### src/rtl/seq_divider_pkg.sv
// Shared definitions for the sequential restoring divider: controller states
// and the iteration counter sizing.
package seq_divider_pkg;

  typedef enum logic [1:0] {
    IDLE = 2'd0,
    RUN  = 2'd1,
    DONE = 2'd2
  } state_t;

  localparam int DEFAULT_WIDTH = 8;

  // The counter must be able to represent WIDTH itself.
  function automatic int cnt_width(input int width);
    return $clog2(width + 1);
  endfunction

endpackage

### src/rtl/seq_divider_if.sv
// Start/busy/done request bus between a controller and the divider.
interface seq_divider_if #(
  parameter int WIDTH = 8
);
  logic             start;
  logic [WIDTH-1:0] dividend;
  logic [WIDTH-1:0] divisor;
  logic             busy;
  logic             done;
  logic [WIDTH-1:0] quotient;
  logic [WIDTH-1:0] remainder;
  logic             div_by_zero;

  modport master (
    output start, dividend, divisor,
    input  busy, done, quotient, remainder, div_by_zero
  );

  modport slave (
    input  start, dividend, divisor,
    output busy, done, quotient, remainder, div_by_zero
  );
endinterface

### src/rtl/seq_divider_row.sv
// One restoring step: subtract D from {R, bit} with a ripple-borrow chain and
// keep the difference only when it does not go negative.
module divider_row #(
  parameter int WIDTH = 8
) (
  input  logic [WIDTH-1:0] r_in,
  input  logic             bit_in,
  input  logic [WIDTH-1:0] d,
  output logic [WIDTH-1:0] r_out,
  output logic             q_bit
);

  logic [WIDTH:0]   minuend;
  logic [WIDTH-1:0] diff;
  logic [WIDTH:0]   borrow;

  assign minuend   = {r_in, bit_in};
  assign borrow[0] = 1'b0;

  generate
    for (genvar gi = 0; gi < WIDTH; gi++) begin : g_sub
      assign diff[gi]       = minuend[gi] ^ d[gi] ^ borrow[gi];
      assign borrow[gi+1]   = (~minuend[gi] & d[gi]) |
                              (~(minuend[gi] ^ d[gi]) & borrow[gi]);
    end
  endgenerate

  // The divisor's top bit is zero, so a set minuend MSB absorbs any borrow.
  assign q_bit = minuend[WIDTH] | ~borrow[WIDTH];
  assign r_out = q_bit ? diff : minuend[WIDTH-1:0];

endmodule

### src/rtl/seq_divider.sv
// Sequential unsigned restoring divider: one quotient bit per clock through a
// single shared divider_row, with result registers held between completions.
module seq_divider
  import seq_divider_pkg::*;
#(
  parameter int WIDTH = DEFAULT_WIDTH
) (
  input logic        clk,
  input logic        rst_n,
  seq_divider_if.slave bus
);

  localparam int             CW   = cnt_width(WIDTH);
  localparam logic [CW-1:0]  LAST = CW'(WIDTH - 1);

  state_t           state_reg, state_next;
  logic [WIDTH-1:0] q_reg, q_next;
  logic [WIDTH-1:0] d_reg, d_next;
  logic [WIDTH-1:0] r_reg, r_next;
  logic [CW-1:0]    cnt_reg, cnt_next;
  logic [WIDTH-1:0] quot_reg, quot_next;
  logic [WIDTH-1:0] rem_reg, rem_next;
  logic             dbz_reg, dbz_next;

  logic [WIDTH-1:0] row_r;
  logic             row_q;

  divider_row #(.WIDTH(WIDTH)) u_row (
    .r_in  (r_reg),
    .bit_in(q_reg[WIDTH-1]),
    .d     (d_reg),
    .r_out (row_r),
    .q_bit (row_q)
  );

  always_ff @(posedge clk or negedge rst_n) begin
    if (!rst_n) begin
      state_reg <= IDLE;
      q_reg     <= '0;
      d_reg     <= '0;
      r_reg     <= '0;
      cnt_reg   <= '0;
      quot_reg  <= '0;
      rem_reg   <= '0;
      dbz_reg   <= 1'b0;
    end else begin
      state_reg <= state_next;
      q_reg     <= q_next;
      d_reg     <= d_next;
      r_reg     <= r_next;
      cnt_reg   <= cnt_next;
      quot_reg  <= quot_next;
      rem_reg   <= rem_next;
      dbz_reg   <= dbz_next;
    end
  end

  always_comb begin
    state_next = state_reg;
    q_next     = q_reg;
    d_next     = d_reg;
    r_next     = r_reg;
    cnt_next   = cnt_reg;
    quot_next  = quot_reg;
    rem_next   = rem_reg;
    dbz_next   = dbz_reg;
    case (state_reg)
      IDLE, DONE: begin
        if (bus.start) begin
          q_next   = bus.dividend;
          d_next   = bus.divisor;
          r_next   = '0;
          cnt_next = '0;
          if (bus.divisor != '0) begin
            state_next = RUN;
          end else begin
            // Divide by zero finishes immediately with a saturated quotient.
            state_next = DONE;
            quot_next  = '1;
            rem_next   = bus.dividend;
            dbz_next   = 1'b1;
          end
        end else begin
          state_next = IDLE;
        end
      end
      RUN: begin
        r_next   = row_r;
        q_next   = {q_reg[WIDTH-2:0], row_q};
        cnt_next = cnt_reg + CW'(1);
        if (cnt_reg == LAST) begin
          state_next = DONE;
          quot_next  = {q_reg[WIDTH-2:0], row_q};
          rem_next   = row_r;
          dbz_next   = 1'b0;
        end
      end
      default: state_next = IDLE;
    endcase
  end

  assign bus.busy        = (state_reg == RUN);
  assign bus.done        = (state_reg == DONE);
  assign bus.quotient    = quot_reg;
  assign bus.remainder   = rem_reg;
  assign bus.div_by_zero = dbz_reg;

endmodule
### src/flat_wrapper.sv
// flat-port wrapper written by rule: the top's interface ports become plain ports
module seq_divider_flat import seq_divider_pkg::*;
#(
  parameter int WIDTH = DEFAULT_WIDTH
)
  (clk, rst_n, bus_start, bus_dividend, bus_divisor, bus_busy, bus_done, bus_quotient, bus_remainder, bus_div_by_zero);
  seq_divider_if #(.WIDTH(WIDTH)) bus_i ();
  input logic clk;
  input logic rst_n;
  input wire logic [$bits(bus_i.start)-1:0] bus_start;
  input wire logic [$bits(bus_i.dividend)-1:0] bus_dividend;
  input wire logic [$bits(bus_i.divisor)-1:0] bus_divisor;
  output wire logic [$bits(bus_i.busy)-1:0] bus_busy;
  output wire logic [$bits(bus_i.done)-1:0] bus_done;
  output wire logic [$bits(bus_i.quotient)-1:0] bus_quotient;
  output wire logic [$bits(bus_i.remainder)-1:0] bus_remainder;
  output wire logic [$bits(bus_i.div_by_zero)-1:0] bus_div_by_zero;
  assign bus_i.start = bus_start;
  assign bus_i.dividend = bus_dividend;
  assign bus_i.divisor = bus_divisor;
  assign bus_busy = bus_i.busy;
  assign bus_done = bus_i.done;
  assign bus_quotient = bus_i.quotient;
  assign bus_remainder = bus_i.remainder;
  assign bus_div_by_zero = bus_i.div_by_zero;
  seq_divider #(.WIDTH(WIDTH)) u_core (.clk(clk), .rst_n(rst_n), .bus(bus_i));
endmodule
### config.mk
export PLATFORM = sky130hd
export DESIGN_NAME = seq_divider_flat
export DESIGN_NICKNAME = d
export VERILOG_FILES = /design/src/rtl/seq_divider_pkg.sv /design/src/rtl/seq_divider_if.sv /design/src/rtl/seq_divider_row.sv /design/src/rtl/seq_divider.sv /design/src/flat_wrapper.sv
export SDC_FILE = /design/constraint.sdc
export NUM_CORES = 1
export LEC_CHECK = 0
export CAP_MARGIN = 20
export CORE_ASPECT_RATIO = 0.5
export CORE_MARGIN = 2
export CORE_UTILIZATION = 27
export DETAILED_ROUTE_END_ITERATION = 7
export PLACE_DENSITY = 0.47
export SLEW_MARGIN = 20
export SYNTH_ARGS = -nofsm -noshare
export SYNTH_HDL_FRONTEND = slang
export SYNTH_SLANG_ARGS = --single-unit
### constraint.sdc
create_clock -name clk -period 5.3 [get_ports clk]
set_input_delay 1.06 -clock clk [delete_from_list [all_inputs] [get_ports clk]]
set_output_delay 1.06 -clock clk [all_outputs]
set_load 0.02 [all_outputs]
==> flow_metrics.tcl <==
set metrics [dict create \
    status "completed" \
    maxCapViolCount 0 \
    fin_util_pct 35.8 \
    crit_top_cell "fa_1" \
    ys_top_cells_by_count "dfrtp_1 (47), nand2_1 (40), inv_1 (23)" \
    cts_buffer_depth 2 \
    yosysWarnings 0 \
    power.density_nw_per_um2 678 \
    die_h_um 69.3 \
    post_cts_buffers 0 \
    first_pass_iters 6 \
    synth-edff-count 0 \
    r2r_setup_slack_ns 0.91 \
    ff2ff_path_depth 13 \
    async_reset_ff_share_pct 100 \
    n_fill_cell 805 \
    gr-usage-all-layers_pct 11.9 \
    portBuffers 37 \
    ant_nets 0 \
    endpoint "u_core.bus.remainder[6]" \
    top_layer "met4" \
    path_max_fanout 9 \
    vias 1611 \
    leakagePower_nw 1.31 \
    fmax_ghz 0.228 \
    stdcell_area_um2 2920 \
    syn_inst 220 \
    relSlewSlack_pct 48.2 \
    grt_remaining_overflow 0 \
    cts_tree "built" \
    cts_sinks 47 \
    maxSlewViolCount 0 \
    cts_resized 0 \
    diodes 0 \
    fin_skew_ns 0.00749 \
    grt_pass1_wl_um 8850 \
    drtIter0Drc 68 \
    grt_pass1_vias 1706 \
    cpMaxStageDelayCell "fa_1" \
    yosys_most_used_dff "dfrtp_1" \
    postSynthAreaPerCell_um2 10.5 \
    routed_via_density 4.38 \
    finalNetCount 283 \
    cp-end-kind "flip-flop" \
    clk_pin_slew_ns 0.07 \
    initial_core_util_pct 28.3 \
    wl_met1_um 2730 \
    period_minus_slack_ns 4.39 \
    hpwl_um 3550 \
    cts_hold_buf 0 \
    critical_path.startpoint_type "flip-flop" \
    numCtsBuffers 5 \
    period_share_pct 82.8 \
    route.met2.wl_um 2070 \
    setup_tns_ns 0 \
    place.gp.congestion 0.778 \
    cts_root_buffer "clkbuf_16" \
    design.portCount 38 \
    hold_viol 0 \
    h-tree-depth 2 \
    pre_cts_ws_ns 0.942 \
    slowest_delay_ns 0.53 \
    drive_gt1_share_pct 7.81 \
    r2r-end "u_core.bus.remainder[6]" \
    row_count 23 \
    required_ns 5.52 \
    fin_ws_ns 0.913 \
    clock_latency_ns 0.29 \
    crit_chain "inv_1, ha_1, fa_1, fa_1, fa_1, fa_1, fa_1, fa_1, fa_1, nor3b_1, a211oi_1, a21oi_1, mux2i_1" \
    wl_met3_um 198 \
    placed_cell_area_um2 2750 \
    worstSetupStartpoint "u_core.q_reg[7]" \
    wire_per_inst_um 13.7 \
    dieWidth_um 135 \
    grt_max_degree 48 \
    ys_seq_area_share_pct 51.1 \
    worst_slew_pin_slew_ns 0.777 \
    synth_top_cell_by_area "dfrtp_1" \
    synth.distinct_cells 37 \
    synth_most_common_cell "dfrtp_1" \
    drc_errors 0 \
    setup_viol 0 \
    drt_wl_total_um 5060 \
    worstSetupPathType "reg -> reg" \
    hold_path_class "reg -> reg" \
    rsz0062_at_grt "false" \
    syn_area_um2 2300 \
    synth_nets 248 \
    ys_seq_elements 47 \
    antenna_found_initial 0 \
    synth_top_cell_area_share_pct 51.1 \
    vdd_drop_max_mv 0.182 \
    cp.arrival_ns 4.60 \
    syn_to_final_growth_pct 26.7 \
    core_region_area_um2 8140 \
    dieArea_um2 9330 \
    r2r-start "u_core.q_reg[7]" \
    ys_top_cells_by_area "dfrtp_1 (51%), mux2i_1 (6.5%), nand2_1 (6.5%)" \
]
## worst max-delay path: cells and delay by family, from the launching register on
kind	cells	cell delay (ns)
fa+ha+maj	8	3.05
compound gates	2	0.51
flops	1	0.36
mux	1	0.14
simple gates	1	0.20
buf+inv	1	0.05
## where the power goes
group          switching (mW)  total [mW]  internal [mW]
clock network           0.137       0.359          0.223
registers               0.120       0.653          0.532
logic                   0.521       0.964          0.443
total                   0.778        1.98           1.20
## cells in the final DEF, fill, tap and decap left out, types with 2 or more instances in the layout
master | Yosys | routed
clkdlybuf4s50_1 | 0 | 36
ha_1 | 2 | 2
mux2i_1 | 15 | 15
buf_4 | 1 | 4
nor4_2 | 2 | 2
dfrtp_1 | 47 | 47
nor3b_1 | 8 | 8
nand2b_1 | 2 | 2
clkbuf_16 | 0 | 5
nand2_1 | 40 | 40
inv_1 | 23 | 23
o21ai_0 | 4 | 4
a31oi_1 | 7 | 7
a21oi_1 | 8 | 8
a211oi_1 | 8 | 8
a21o_1 | 8 | 8
nor2b_1 | 2 | 2
nor2_1 | 10 | 10
fa_1 | 7 | 7
## logic make-up (layout without fill, tap and decap cells)
kind of cell | count (synthesis) | after routing | synth area share [%]
multiplexers | 16 | 16 | 7.01
flip-flops | 47 | 47 | 51.1
adder cells (fa/ha/maj) | 9 | 9 | 7.17
buffers and inverters | 36 | 72 | 7.72
AO/OA/AOI/OAI | 39 | 39 | 11.2
AND/OR/NAND/NOR | 72 | 72 | 15.4
XOR/XNOR | 1 | 1 | 0.381
## per-stage QoR
step	cells	power (mW)	hold WS (ns)
after CTS	368	2.00	0.487
final	368	1.98	0.481
after global routing	368	2.17	0.511
after floorplan	220	1.33	0.450
after detailed placement	360	1.64	0.471
after global placement	360	1.62	0.464
## layer usage
metal	up-vias	global-route usage [%]
met3	5	3.00
met2	25	16.4
met5	-	0
met4	0	3.51
li1	794	-
met1	787	18.1
## cell type report
class	count	area, um^2	share of cell area, %
Tap cell	112	140	4.80
Sequential cell	47	1180	40.3
Multi-Input combinational cell	137	948	32.5
Clock inverter	3	43.8	1.50
Clock buffer	5	125	4.29
Timing Repair Buffer	40	390	13.4
Inverter	24	92.6	3.17
## how the worst min path moves through the flow
stage / from / endpoint / slack (ns) / cells past startpoint
after global placement: u_core.d_reg[0] / u_core.d_reg[0] / 0.46 / 2
final: u_core.d_reg[0] / u_core.d_reg[0] / 0.48 / 2
after CTS: u_core.d_reg[0] / u_core.d_reg[0] / 0.49 / 2
after floorplan: u_core.cnt_reg[3] / u_core.cnt_reg[3] / 0.45 / 1
after global routing: u_core.d_reg[0] / u_core.d_reg[0] / 0.51 / 2
after detailed placement: u_core.d_reg[0] / u_core.d_reg[0] / 0.47 / 2
Power figures use the tool's default switching activity.
